--- config.mk ---
export PLATFORM = sky130hd
export DESIGN_NAME = bcd_to_bin_flat
export DESIGN_NICKNAME = d
export VERILOG_FILES = /design/src/rtl/bcd_to_bin_if.sv /design/src/rtl/bcd_to_bin.sv /design/src/flat_wrapper.sv
export SDC_FILE = /design/constraint.sdc
export NUM_CORES = 1
export LEC_CHECK = 0
export CAP_MARGIN = 0
export CORE_MARGIN = 5
export CORE_UTILIZATION = 55
export CTS_CLUSTER_SIZE = 40
export DETAILED_ROUTE_END_ITERATION = 8
export GPL_TIMING_DRIVEN = 0
export PLACE_DENSITY = 0.8
export RECOVER_POWER = 50
export SKIP_LAST_GASP = 1
export SLEW_MARGIN = 40
export SYNTH_ARGS = -nofsm -noshare
export SYNTH_HDL_FRONTEND = slang
export SYNTH_SLANG_ARGS = --single-unit
--- constraint.sdc ---
create_clock -name sys_clk -period 2.05 [get_ports sys_clk]
set_input_delay 0.205 -clock sys_clk [delete_from_list [all_inputs] [get_ports sys_clk]]
set_output_delay 0.205 -clock sys_clk [all_outputs]
set_load 0.02 [all_outputs]
--- src/rtl/bcd_to_bin_if.sv ---
`default_nettype none
// ============================================================================
// Module   : bcd_to_bin_if
// Purpose  : Request/result bundle between the control logic (master) and the
//            BCD-to-binary converter (slave): start/busy/done handshake, the
//            packed BCD operand and the binary result with its error flag.
// Revision : 1.0 - initial release
// ============================================================================
interface bcd_to_bin_if #(
    parameter int DIGITS = 6,
    parameter int BIN_W  = 20
);
    logic                  start;
    logic [4*DIGITS-1:0]   bcd_in;
    logic                  busy;
    logic                  done;
    logic [BIN_W-1:0]      bin_out;
    logic                  err;

    // Control side: issues requests, consumes results.
    modport master (
        output start,
        output bcd_in,
        input  busy,
        input  done,
        input  bin_out,
        input  err
    );

    // Converter side.
    modport slave (
        input  start,
        input  bcd_in,
        output busy,
        output done,
        output bin_out,
        output err
    );
endinterface
`default_nettype wire

--- src/rtl/bcd_to_bin.sv ---
`default_nettype none
// ============================================================================
// Module   : bcd_to_bin
// Purpose  : Sequential BCD-to-binary converter using reverse double dabble
//            (shift right one bit per cycle, subtract 3 from every BCD digit
//            that ends up >= 8). Inputs with any digit > 9 are rejected with
//            err=1 and a zero result.
// Revision : 1.0 - initial release
// ============================================================================
module bcd_to_bin #(
    parameter int DIGITS = 6,
    parameter int BIN_W  = 20
) (
    input  wire logic     sys_clk,
    input  wire logic     sys_rst_n,
    bcd_to_bin_if.slave   bus
);

    localparam int c_BCD_W  = 4 * DIGITS;
    localparam int c_WORK_W = c_BCD_W + BIN_W;
    localparam int c_CNT_W  = (BIN_W > 1) ? $clog2(BIN_W) : 1;
    localparam logic [c_CNT_W-1:0] c_LAST = c_CNT_W'(BIN_W - 1);

    typedef enum logic [1:0] {
        S_IDLE  = 2'd0,
        S_SHIFT = 2'd1,
        S_DONE  = 2'd2
    } state_t;

    state_t                r_state;
    logic [c_WORK_W-1:0]   r_work;
    logic [c_CNT_W-1:0]    r_cnt;
    logic                  r_invalid;
    logic                  r_busy;
    logic                  r_done;
    logic [BIN_W-1:0]      r_bin;
    logic                  r_err;

    logic [c_WORK_W-1:0]   w_shift;
    logic [c_WORK_W-1:0]   w_next;
    logic [DIGITS-1:0]     w_nib_bad;
    logic                  w_any_bad;

    // One right shift moves the lowest BCD bit into the top of the binary part.
    assign w_shift = r_work >> 1;
    assign w_next[BIN_W-1:0] = w_shift[BIN_W-1:0];

    // After the shift, a digit >= 8 received a borrowed "ten" from the digit
    // above worth 8 instead of 5; subtracting 3 restores a valid BCD digit.
    generate
        for (genvar d = 0; d < DIGITS; d++) begin : g_digit
            logic [3:0] w_nib;
            assign w_nib = w_shift[BIN_W + 4*d +: 4];
            assign w_next[BIN_W + 4*d +: 4] = (w_nib >= 4'd8) ? (w_nib - 4'd3) : w_nib;
        end
    endgenerate

    // Flag any operand digit outside 0..9.
    generate
        for (genvar d = 0; d < DIGITS; d++) begin : g_check
            assign w_nib_bad[d] = (bus.bcd_in[4*d +: 4] > 4'd9);
        end
    endgenerate
    assign w_any_bad = |w_nib_bad;

    // Control FSM with registered handshake and result outputs.
    always_ff @(posedge sys_clk or negedge sys_rst_n) begin
        if (!sys_rst_n) begin
            r_state   <= S_IDLE;
            r_work    <= '0;
            r_cnt     <= '0;
            r_invalid <= 1'b0;
            r_busy    <= 1'b0;
            r_done    <= 1'b0;
            r_bin     <= '0;
            r_err     <= 1'b0;
        end else begin
            r_done <= 1'b0;
            case (r_state)
                S_IDLE: begin
                    if (bus.start) begin
                        r_busy <= 1'b1;
                        if (w_any_bad) begin
                            r_invalid <= 1'b1;
                            r_state   <= S_DONE;
                        end else begin
                            r_invalid <= 1'b0;
                            r_work    <= {bus.bcd_in, {BIN_W{1'b0}}};
                            r_cnt     <= '0;
                            r_state   <= S_SHIFT;
                        end
                    end
                end
                S_SHIFT: begin
                    r_work <= w_next;
                    r_cnt  <= r_cnt + 1'b1;
                    if (r_cnt == c_LAST) begin
                        r_state <= S_DONE;
                    end
                end
                S_DONE: begin
                    r_done  <= 1'b1;
                    r_busy  <= 1'b0;
                    r_bin   <= r_invalid ? '0 : r_work[BIN_W-1:0];
                    r_err   <= r_invalid;
                    r_state <= S_IDLE;
                end
                default: begin
                    r_busy  <= 1'b0;
                    r_state <= S_IDLE;
                end
            endcase
        end
    end

    assign bus.busy    = r_busy;
    assign bus.done    = r_done;
    assign bus.bin_out = r_bin;
    assign bus.err     = r_err;

endmodule
`default_nettype wire

--- src/flat_wrapper.sv ---
// flat-port wrapper written by rule: the top's interface ports become plain ports
module bcd_to_bin_flat 
#(
    parameter int DIGITS = 6,
    parameter int BIN_W  = 20
)
  (sys_clk, sys_rst_n, bus_start, bus_bcd_in, bus_busy, bus_done, bus_bin_out, bus_err);
  bcd_to_bin_if #(.DIGITS(DIGITS), .BIN_W(BIN_W)) bus_i ();
  input  wire logic sys_clk;
  input  wire logic sys_rst_n;
  input wire logic [$bits(bus_i.start)-1:0] bus_start;
  input wire logic [$bits(bus_i.bcd_in)-1:0] bus_bcd_in;
  output wire logic [$bits(bus_i.busy)-1:0] bus_busy;
  output wire logic [$bits(bus_i.done)-1:0] bus_done;
  output wire logic [$bits(bus_i.bin_out)-1:0] bus_bin_out;
  output wire logic [$bits(bus_i.err)-1:0] bus_err;
  assign bus_i.start = bus_start;
  assign bus_i.bcd_in = bus_bcd_in;
  assign bus_busy = bus_i.busy;
  assign bus_done = bus_i.done;
  assign bus_bin_out = bus_i.bin_out;
  assign bus_err = bus_i.err;
  bcd_to_bin #(.DIGITS(DIGITS), .BIN_W(BIN_W)) u_core (.sys_clk(sys_clk), .sys_rst_n(sys_rst_n), .bus(bus_i));
endmodule
=== Word level (Yosys, flattened, before mapping) ===
Index checks and enable logic that the tools add are counted.

* Mux-type cells: 21
* $lt $le $gt $ge: 12
* Equal/unequal tests: 6
* Reductions and logical operators: 7
* Add/sub/neg operators: 7
* Shift operators: 0
* Bitwise logic cells: 1
* Divide/modulo/power cells: 0
* Multipliers: 0

{| class="wikitable"
|+ Operators by type and width
! operator !! number
|-
| $mux W44 || 2
|-
| $pmux W44 S2 || 1
|-
| $gt A4 B4 Y1 const B || 6
|-
| $mux W4 || 6
|-
| $ge A4 B4 Y1 const B || 5
|-
| $mux W20 || 1
|-
| $sub A4 B2 Y4 const B || 5
|-
| $mux W5 || 2
|-
| $pmux W5 S2 || 1
|-
| $mux W2 || 3
|-
| $reduce_and A2 Y1 || 3
|-
| $reduce_or A6 Y1 || 1
|-
| $add A5 B1 Y5 const B || 1
|-
| $eq A5 B5 Y1 const B || 1
|-
| $ge A3 B4 Y1 const B || 1
|-
| $ne A2 B2 Y1 const B || 2
|-
| $pmux W2 S2 || 1
|-
| $sub A3 B2 Y4 const B || 1
|-
| $mux W1 || 3
|-
| $reduce_and A3 Y1 || 1
|-
| $eq A2 B1 Y1 const B || 1
|-
| $eq A2 B2 Y1 const B || 1
|-
| $logic_not A2 Y1 || 1
|-
| $ne A2 B1 Y1 const B || 1
|-
| 3 further kinds || 3
|}

* Memory bits (read-only): 0
* Bits in writable memories: 0
* Bits in latches: 0
* Logic and storage cells: 62
* Input bits: 27
* Bits in registers: 75
* Memories: 0

=== Logic depth before layout (Yosys ltp) ===
* Depth after elaboration: 5
* Mapped depth: 7
* Mapped depth without buffers: 6

=== Worst setup path after synthesis ===
No wires, ideal clock.

* Path type: reg-to-reg
* Start: register u_core.r_state[1]
* End: register u_core.r_work[23]
* Data required time: 1.925 ns
* Slack: 0.582 ns
* Data arrival time: 1.343 ns
* Path buffers: 1
* Clock period less this slack: 1.468 ns
* Library setup time: 0.125 ns
* Stages on the path, launching flop included: 6
* Cell sequence: dfrtp_1 buf_2 nor2b_2 nand2_1 nor3_4 mux2_2

* Cells in the longest elaborated chain, start to end: 3
* Elaborated cells between the ends (all ways): 7
* Classes of those cells: eq/ne (3); mux (1); reduce/logical (3)

{| class="wikitable"
|+ Ends and longest elaborated chain
! item !! RTL line !! source
|-
| from (decl) || bcd_to_bin.sv:30 || <nowiki>state_t r_state;</nowiki>
|-
| from (signal assigned) || bcd_to_bin.sv:69 || <nowiki>r_state <= S_IDLE;</nowiki>
|-
| from (signal assigned) || bcd_to_bin.sv:85 || <nowiki>r_state <= S_DONE;</nowiki>
|-
| from (signal assigned) || bcd_to_bin.sv:90 || <nowiki>r_state <= S_SHIFT;</nowiki>
|-
| $logic_not A2 Y1 or $eq A2 B1 Y1 (tied branches) || bcd_to_bin.sv:79 || <nowiki>case (r_state)</nowiki>
|-
| $ne A2 B2 Y1 (no line) or $reduce_bool A2 Y1 (tied branches) || n/a ||
|-
| $reduce_and A3 Y1 (no line) || n/a ||
|-
| to (signal assigned) || bcd_to_bin.sv:88 || <nowiki>r_work <= {bus.bcd_in, {BIN_W{1'b0}}};</nowiki>
|-
| to (signal assigned) || bcd_to_bin.sv:95 || <nowiki>r_work <= w_next;</nowiki>
|-
| to (decl) || bcd_to_bin.sv:31 || <nowiki>logic [c_WORK_W-1:0] r_work;</nowiki>
|}

Several ways; a longest one is shown, not always the timed one.
A chain may end at the register's enable or synchronous reset.

=== Worst setup path after layout ===
* Start: input port bus_bcd_in[17]
* End: register u_core.r_work[31]

* Cells in the longest elaborated chain, start to end: 4

{| class="wikitable"
|+ Ends and longest elaborated chain
! item !! RTL line !! source
|-
| from (decl) || flat_wrapper.sv:12 || <nowiki>input wire logic [$bits(bus_i.bcd_in)-1:0] bus_bcd_in;</nowiki>
|-
| $gt A4 B4 Y1 || bcd_to_bin.sv:61 || <nowiki>assign w_nib_bad[d] = (bus.bcd_in[4*d +: 4] > 4'd9);</nowiki>
|-
| $reduce_or A6 Y1 || bcd_to_bin.sv:64 || <nowiki>assign w_any_bad = |w_nib_bad;</nowiki>
|-
| $ne A2 B2 Y1 (no line) || n/a ||
|-
| $reduce_and A3 Y1 (no line) || n/a ||
|}

Every way passes these cells.

==> metrics <==
met1 Use GR=26.7%; hold slack=between 0.4 and 0.5 ns; count leader, synth=nand2_1; Cells after Synth=slightly above 400; Routed WL=just over 8000 microns; RSZ-0062 raised after global routing=no; vias per cell=5.67; Core Box Area=6420 sq um; clk_skew=0.00958 ns; Antenna Cells=0; hold path startpoint=bus_bcd_in[4]; Initial DRT Pass Iterations=5; critical path's slowest cell=nor3_4; Worst-Skew Late Latency=about 0.35 ns; GR Overflow Total=0; Max VDD drop=0.588 mV; outcome=finished, final reports clean; crit end category=register; Non-Filler Instances=549; Setup CP Type=in -> reg; Buf/Inv on CP=1; sequential share of the synthesized area=50.8%; HPWL after DPL=5880 microns; synth warn=0; initial antenna violation count=0; global-route met3 utilization=approximately 4.7%; Netlist Area Pre-Place=3690 sq um; average wire per standard cell=15.1 microns; CP Max Fanout=9; met2 Usage GRT=33.9%; post-synth cell types=34; Row Count=29; CP max stage delay=0.51 ns; top post-synthesis cells by count=nand2_1 (77), dfrtp_1 (75), o21ai_1 (39); Iteration-0 DRC Markers=146; DRT antenna net count=0; global route hottest layer=met2; Hold Fails Final Rpt=0; post-synth top area cell=dfrtp_1; root buffer cell=clkbuf_8; Final Power=5.13 mW; WP data required=approximately 2.3 ns; # IOs=50; CTS tree=done; die area=8450 sq um; initial core utilization=roughly 57%; Achievable Freq=529 MHz; Max clock buf depth=2; PwrDens=1130 nW/um^2; Layout Utilization=70.5%; minimum clock period=1.89 ns; crit start category=input pin; Hold Crit Class=in -> reg; area share of the largest cell type after synthesis=50.8%; residual DRC count=0; GP Congestion=0.853; EDFF count, synth=0; Worst path top cell family by delay=simple AND/OR/NAND/NOR gates; Die X=91.9 microns; Worst Setup SP=bus_bcd_in[17]; Worst-Margin Slew=roughly 1.1 ns; setup TNS=0 ns; LEAKAGE=1.98 nW; Final period util=92.1%; vias in the first global route=3049; crit path DAT=2.12 ns; number of synthesized register bits=75; final net count=505; Placed Cells=532; Finish-stage setup viols=0; TritonCTS Buffers=9; fill cell count=511; Die Ht=91.9 microns; post-CTS sizing=0; Slew Limit Fails=0; Critical R2R Launch=u_core.r_state[1]$_DFFE_PN0P_; clock-pin slew on the worst setup and hold paths=0.08 ns; Post-synth top flop=dfrtp_1; vias=between 3k and 4k; layout cells sized above 1=about 8.3%; dominant cells by area after synthesis=dfrtp_1 (51%), nand2_1 (7.8%), o21ai_1 (5.3%); buffers added on ports=49; Mapped Nets=443; Post-CTS Setup Bufs=0; Slew HR=between 20% and 30%; asr flop ratio synth=100%; first-pass GRT wire length=~14000 microns; Sink Count=75; Cell Chain, Critical Path=clkdlybuf4s50_1 -> o21ai_1 -> nand4_2 -> nor3_4 -> mux2_2; largest net degree at the start of global routing=58; max_cap viols=0; synthesis-to-finish area growth=22.7%; GR Util All Layers=20.6%; mean post-synth cell area=9.11 sq um; H-Tree Level Count=3
[metrics by stage]
step | instance area, sq um | setup slack, ns
floorplan | 3690 | 0.582
global placement | 4280 | -1.78
detailed placement | 4310 | -0.169
CTS | 4550 | 0.193
global route | 4530 | 0.0302
finish | 4530 | 0.161
[per-layer routing]
metal	up-vias	part of all wire, %	wire length (microns)
met3	9	6.9	573
met5	-	0	0
met4	0	1.1	91
met1	1468	44	3650
li1	1511	-	-
met2	126	48	4000
[final timing paths]
path | cells after the start | slack (ns) | to
worst min-delay path | 3 | 0.44 | u_core.r_work[24]$_DFFE_PN0P_
max in group asynchronous | 3 | 0.41 | u_core.r_work[23]$_DFFE_PN0P_
worst min register to register | 2 | 0.48 | u_core.bus.bin_out[15]$_DFFE_PN0P_
worst max-delay path | 5 | 0.16 | u_core.r_work[31]$_DFFE_PN0P_
min in group asynchronous | 2 | 0.58 | u_core.bus.bin_out[4]$_DFFE_PN0P_
worst max register to register | 6 | 0.19 | u_core.r_cnt[1]$_DFFE_PN0P_
[placed cells by master, fill, tap and decap left out, drive strengths merged]
cell	instances
dlygate4sd3	4
a21o	3
clkbuf	26
mux2	6
o211a	4
or3b	1
xnor2	5
and3	1
o211ai	4
inv	14
o22ai	1
nor2	25
bufinv	2
mux2i	1
a31oi	19
and4	1
xor2	5
buf	13
dfrtp	75
nor3	3
o311ai	2
clkinvlp	2
nand4	6
o21ai	63
clkdlybuf4s50	45
nand2b	28
nor2b	2
a32o	3
nand2	77
nand3	17
a21oi	3
ha	11
[flip-flops by register name, summed over array words and instances (netlist names)]
name,count
u_core.bus.err,1
u_core.r_cnt,5
u_core.bus.done,1
u_core.r_work,44
u_core.bus.bin_out,20
u_core.r_invalid,1
u_core.r_state,2
u_core.bus.busy,1
[cell type report]
cell class	instances	area [sq um]	area share [%]
sequential	75	1880	41.4
multi-input combinational	291	1650	36.5
timing repair buffer	51	505	11.2
clock buffer	11	151	3.34
buffer	26	113	2.49
tap	77	96.3	2.13
clock inverter	5	83.8	1.85
inverter	13	48.8	1.08
[power breakdown]
group          internal, mW  switching [mW]  leakage, nW
Clock                 0.756           0.555        0.112
Sequential             1.96           0.488        0.948
Combinational         0.680           0.690        0.925
[logic make-up (layout without fill, tap and decap cells)]
family,Yosys count,count (layout),synth area share (%)
AO/OA/AOI/OAI,102,102,16.1
multiplexers,7,7,2.10
flip-flops,75,75,50.8
buffers and inverters,39,106,4.37
adder cells (fa/ha/maj),11,11,3.73
XOR/XNOR,10,10,2.37
AND/OR/NAND/NOR,161,161,20.4
[worst reg2reg max path, stage by stage (launching register included)]
cell	delay (ns)
dfrtp_1	0.36
buf_2	0.17
nor2b_2	0.20
nand3_1	0.24
nor2_2	0.37
buf_2	0.29
o21ai_1	0.11
[what timing repair did]
item | in CTS | in global routing
endpoints found under the hold margin | 27 | 0
setup endpoints to repair | 0 | 0
hold buffers | 1 | 0
Note: power is estimated with default switching activity, not from simulation.
